$ cat src/rtl/button_pkg.sv
// button_pkg: shared debounce FSM state encoding, default timing constants and counter-width helper
package button_pkg;
   typedef enum logic [1:0] {IDLE, PRESS_WAIT, HELD, RELEASE_WAIT} state_e;
   localparam int CNT_MAX_DEF = 120000;
   localparam int REPEAT_CYCLES_DEF = 6000000;
   function automatic int cnt_w(input int n);
      return (n < 2) ? 1 : $clog2(n);
   endfunction
endpackage

$ cat src/rtl/debounce_channel.sv
// debounce_channel: one button bit, 2-flop synchronizer plus debounce FSM; BUTTON_REPEAT_EN adds auto-repeat in HELD
module debounce_channel
   import button_pkg::*;
#(
   parameter int CNT_MAX = CNT_MAX_DEF
`ifdef BUTTON_REPEAT_EN
   , parameter int REPEAT_CYCLES = REPEAT_CYCLES_DEF
`endif
) (
   input  logic CLK,
   input  logic RST_N,
   input  logic but_n,
   output logic pressed,
   output logic press,
   output logic rel
);
   localparam int CW = cnt_w(CNT_MAX);
   state_e state_q, state_d;
   logic [1:0] sync_q, sync_d;
   logic [CW-1:0] cnt_q, cnt_d;
   logic pressed_q, pressed_d, press_q, press_d, rel_q, rel_d;
   logic s, last, rep_fire;
   assign s = ~sync_q[1];
   assign pressed = pressed_q;
   assign press = press_q;
   assign rel = rel_q;
   always_comb begin
      sync_d = {sync_q[0], but_n};
      state_d = state_q;
      cnt_d = '0;
      pressed_d = pressed_q;
      press_d = rep_fire;
      rel_d = 1'b0;
      last = cnt_q == CW'(CNT_MAX - 1);
      case (state_q)
         IDLE:
            if (s) begin
               state_d = PRESS_WAIT;
               cnt_d = CW'(1);
            end
         PRESS_WAIT:
            if (!s) state_d = IDLE;
            else if (last) begin
               state_d = HELD;
               pressed_d = 1'b1;
               press_d = 1'b1;
            end else cnt_d = cnt_q + 1'b1;
         HELD:
            if (!s) begin
               state_d = RELEASE_WAIT;
               cnt_d = CW'(1);
            end
         default:
            if (s) state_d = HELD;
            else if (last) begin
               state_d = IDLE;
               pressed_d = 1'b0;
               rel_d = 1'b1;
            end else cnt_d = cnt_q + 1'b1;
      endcase
   end
   always_ff @(posedge CLK or negedge RST_N)
      if (!RST_N) begin
         sync_q <= 2'b11;
         state_q <= IDLE;
         cnt_q <= '0;
         pressed_q <= 1'b0;
         press_q <= 1'b0;
         rel_q <= 1'b0;
      end else begin
         sync_q <= sync_d;
         state_q <= state_d;
         cnt_q <= cnt_d;
         pressed_q <= pressed_d;
         press_q <= press_d;
         rel_q <= rel_d;
      end
`ifdef BUTTON_REPEAT_EN
   localparam int RW = cnt_w(REPEAT_CYCLES);
   logic [RW-1:0] rep_q, rep_d;
   // Runs only while HELD stays held; any exit (or re-entry) restarts from zero.
   always_comb begin
      rep_fire = state_q == HELD && s && rep_q == RW'(REPEAT_CYCLES - 1);
      rep_d = (state_q == HELD && s && !rep_fire) ? rep_q + 1'b1 : '0;
   end
   always_ff @(posedge CLK or negedge RST_N)
      if (!RST_N) rep_q <= '0;
      else rep_q <= rep_d;
`else
   assign rep_fire = 1'b0;
`endif
endmodule

$ cat src/rtl/button_debouncer.sv
// button_debouncer: WIDTH independent active-low button debouncers; define BUTTON_REPEAT_EN for PRESS auto-repeat
module button_debouncer
   import button_pkg::*;
#(
   parameter int WIDTH = 2,
   parameter int CNT_MAX = CNT_MAX_DEF
`ifdef BUTTON_REPEAT_EN
   , parameter int REPEAT_CYCLES = REPEAT_CYCLES_DEF
`endif
) (
   input  logic CLK,
   input  logic RST_N,
   input  logic [WIDTH-1:0] BUT,
   output logic [WIDTH-1:0] PRESSED,
   output logic [WIDTH-1:0] PRESS,
   output logic [WIDTH-1:0] RELEASE
);
   for (genvar i = 0; i < WIDTH; i++) begin : g_ch
      debounce_channel #(
         .CNT_MAX(CNT_MAX)
`ifdef BUTTON_REPEAT_EN
         , .REPEAT_CYCLES(REPEAT_CYCLES)
`endif
      ) u_ch (
         .CLK(CLK),
         .RST_N(RST_N),
         .but_n(BUT[i]),
         .pressed(PRESSED[i]),
         .press(PRESS[i]),
         .rel(RELEASE[i])
      );
   end
endmodule

$ cat config.mk
export PLATFORM = sky130hd
export DESIGN_NAME = button_debouncer
export DESIGN_NICKNAME = d
export VERILOG_FILES = /design/src/rtl/button_pkg.sv /design/src/rtl/debounce_channel.sv /design/src/rtl/button_debouncer.sv
export SDC_FILE = /design/constraint.sdc
export NUM_CORES = 1
export LEC_CHECK = 0
export CORE_MARGIN = 3
export CORE_UTILIZATION = 57
export DETAILED_ROUTE_END_ITERATION = 10
export GPL_TIMING_DRIVEN = 1
export PLACE_DENSITY = 0.75
export REMOVE_ABC_BUFFERS = 1
export SLEW_MARGIN = 10
export SYNTH_ARGS = -nofsm -noshare
export SYNTH_HDL_FRONTEND = slang
export SYNTH_SLANG_ARGS = --single-unit
$ cat constraint.sdc
create_clock -name CLK -period 2.7 [get_ports CLK]
set_clock_uncertainty 0.2 [all_clocks]
set_input_delay 0.27 -clock CLK [delete_from_list [all_inputs] [get_ports CLK]]
set_output_delay 0.27 -clock CLK [all_outputs]
set_load 0.02 [all_outputs]
==> metrics.md <==
| Metric | Value |
|---|---|
| Outcome | finished, final reports clean |
| Cts repair resizes | 0 |
| Netlist cell types | 39 |
| Filler cell count | between 300 and 400 |
| Register bit count reported by yosys | 48 |
| Slew @ Worst Pin | about 0.42 ns |
| Largest net degree at the start of global routing | 35 |
| Setup TNS | 0 ns |
| Avg Vias per Cell | between 5 and 6 |
| Post-CTS Setup Bufs | 0 |
| Switching pwr | just under 600 uW |
| Commonest non-fill, non-tap cells in the layout | dfrtp_1 (44), nor2_1 (33), xor2_1 (17) |
| Die Footprint | between 5000 and 6000 sq um |
| CTS root buf | clkbuf_8 |
| Total grt overflow | 0 |
| Global-route wire length before repair | between 7 and 8 mm |
| Hold_sp | g_ch[0].u_ch.sync_q[0]$_DFF_PN1_ |
| GR Layer Usage met1 | a little under a quarter |
| Seq pwr share | 47.9% |
| Startpoint Class | flop |
| Crit path time final | roughly 2.5 ns |
| Antenna-violating nets left | 0 |
| Layout cells sized above 1 | under 10% |
| Area leader, netlist | dfrtp_1 |
| Crit Path Category | reg2reg |
| Worst slew margin | 72.10% |
| Vias | about 1.8k |
| Max Fanout on Critical Path | 8 |
| P_leak | around 0.0011 uW |
| Cell Pwr Density | about 660 nW/um^2 |
| Number of synthesized flops with an enable pin | 0 |
| Post-synth top area share | 44.13% |
| Ys async rst share | 100.0% |
| I/O pin total | 10 |
| Mapped Area | around 2500 sq um |
| Clock Path Buffers | 2 |
| Dpl cells | 301 |
| Worst-skew pair later-pin latency | between 0.2 and 0.3 ns |
| Hold_ws | 0.1574 ns |
| Synthesis-to-layout area growth | 8.476% |
| Starting density of the core | between 60% and 70% |
| Pins Over Slew Limit | 0 |
| Die Y-Extent | 72.16 um |
| # DRC | 0 |
| Most common cell after layout, fill and taps aside | dfrtp_1 |
| HPWL Detailed | about 3.1 mm |
| Fin crit share | about nine tenths |
| Placement Setup Slack | between 0.2 and 0.25 ns |
| CP Capture Type | flop |
| Drt total wl | between 4 and 5 mm |
| Num CTS Buffers | 5 |
| Worst Hold End | g_ch[0].u_ch.sync_q[1]$_DFF_PN1_ |
| VDD IR max | between 0.4 and 0.5 mV |
| Internal reg-to-reg setup slack | between 0.2 and 0.25 ns |
| Clk network pwr share | approximately a quarter |
| Clock tree sinks | 48 |
| Final #Nets | roughly 280 |
| DRT iter0 DRCs | between 70 and 80 |
| Final setup vio count | 0 |
| Non-Filler Instances | 310 |
| Ys Warns | 0 |
| Switching Share | about 33% |
| Initial antenna violation count | 0 |
| Ant. Diodes | 0 |
| Total track usage | about a fifth |
| GRT busiest layer | met2 |
| R2R cell count | 4 |
| Top FF cell, synth | dfrtp_1 |
| RSZ-0062 raised after global routing | false |
| H-tree depth | 2 |
| Tightest Hold Check Type | reg2reg |
| Port bufs | 9 |
| Hold buffers post-CTS | 1 |
| Worst setup path start | g_ch[0].u_ch.cnt_q[6]$_DFF_PN0_ |
| Final WS setup | between 0.2 and 0.25 ns |
| CTS tree | built |
| Hold Path Depth | 0 |
| Vias in the first global route | approximately 1.7k |
| Top cells by area, synth | dfrtp_1 (44%), ha_1 (6.0%), xor2_1 (6.0%) |
| 1st-pass router iterations | 4 |
| Sequential cell area fraction in the yosys report | about half |
| GP Congestion | approximately 0.8 |
| Worst Path Required | between 2 and 3 ns |
| Wirelength per Cell | 13.89 um |
| GR Util met3 | approximately 4.2% |
| CTS clk-pin slew, worst paths | 0.08 ns |
| Max Freq | around 400 MHz |
| CORE AREA | 4115 sq um |
| Final core occ | 65.76% |
| FF-to-FF Start | g_ch[0].u_ch.cnt_q[6]$_DFF_PN0_ |
| Met2 GRT Util | 31.04% |
| Fin. Hold Viols | 0 |
| Site Rows | 23 |
| Area occupied by multi-input gates | roughly 1200 sq um |
| P_int | 1197 uW |
| Post-Syn Area per Cell | 9.980 sq um |
| Die boundary width | approximately 72 um |
| FF+latch area | approximately 1200 sq um |
| Worst path arrival time | between 2 and 2.5 ns |
| Mapped Cells | 250 |
| Max cap viols | 0 |
| Comb pwr share | between 20% and 30% |
[layer usage]
layer	vias up	wire [um]
met5	-	0
met4	0	96
met3	7	125
met2	24	2065
met1	851	2018
li1	895	-
[synth_stat cells, types with 2 or more instances]
| library cell | number |
|---|---|
| dfrtp_1 | 44 |
| nor2_1 | 33 |
| xor2_1 | 17 |
| nand2_1 | 15 |
| nand4_1 | 15 |
| ha_1 | 12 |
| nand3_1 | 12 |
| xnor2_1 | 10 |
| o21ai_0 | 9 |
| buf_4 | 7 |
| inv_1 | 7 |
| nor4_1 | 6 |
| and3_1 | 5 |
| and4_1 | 5 |
| clkbuf_1 | 5 |
| a21oi_1 | 4 |
| dfstp_2 | 4 |
| nor3_1 | 4 |
| or3_1 | 4 |
| or4_1 | 4 |
| and2_1 | 3 |
| nand2b_1 | 3 |
| and4b_1 | 2 |
| buf_2 | 2 |
| mux2i_1 | 2 |
| nor2b_1 | 2 |
| o22ai_1 | 2 |
[cell families (layout without fill, tap and decap cells)]
| group | Yosys count | after routing | synth area share, % |
|---|---|---|---|
| adders and majority gates | 12 | 12 | 6.018 |
| DFF | 48 | 48 | 48.35 |
| xor gates and xnor gates | 27 | 27 | 9.478 |
| muxes | 3 | 3 | 1.254 |
| and+or+nand+nor | 117 | 117 | 25.08 |
| AOI/OAI and AO/OA | 22 | 22 | 5.517 |
| buffers and inverters | 21 | 31 | 4.313 |
[how the worst max path moves through the flow]
stage | to | slack (ns) | depth (start not counted)
3_5_place_dp | flop | 0.20 | 4
6_report | flop | 0.22 | 4
3_3_place_gp | flop | 0.28 | 4
2_1_floorplan | g_ch[0].u_ch.cnt_q[0]$_DFF_PN0_ | 0.34 | 4
4_1_cts | flop | 0.21 | 4
5_1_grt | flop | 0.11 | 4
[sequential cells by signal (all words and copies together) (netlist names), named ones only]
register / count
g_ch.u_ch.cnt_q: 34
g_ch.u_ch.sync_q: 4
g_ch.u_ch.press: 2
g_ch.u_ch.pressed: 2
g_ch.u_ch.rel: 2
g_ch.u_ch.state_q: 2
[stage by stage]
step           area (sq um)  total power (uW)
6_report               2706              1786
5_1_grt                2706              1920
4_1_cts                2706              1808
3_5_place_dp           2606              1371
3_3_place_gp           2606              1357
2_1_floorplan          2414              1198
[critical path: stages (launching register included)]
cell       delay (ns)
dfrtp_1          0.45
or4_1            0.53
or4_1            0.68
a2111oi_1        0.38
o2bb2ai_1        0.12
[final cells by class]
| class | count | share of cell area [%] |
|---|---|---|
| sequential | 48 | 44.57 |
| multi-input combinational | 181 | 43.64 |
| inverter | 7 | 0.9709 |
| timing repair buffer | 16 | 5.178 |
| tap | 50 | 2.312 |
| clock buffer | 8 | 3.329 |
[power groups by stage]
stage                     combinational [uW]  sequential, uW  clock (uW)
after floorplan                          352             846           0
after global placement                   492             865           0
after detailed placement                 504             867           0
after CTS                                507             853         447
after global routing                     574             869         477
final                                    507             855         424
Power figures use the tool's default switching activity.
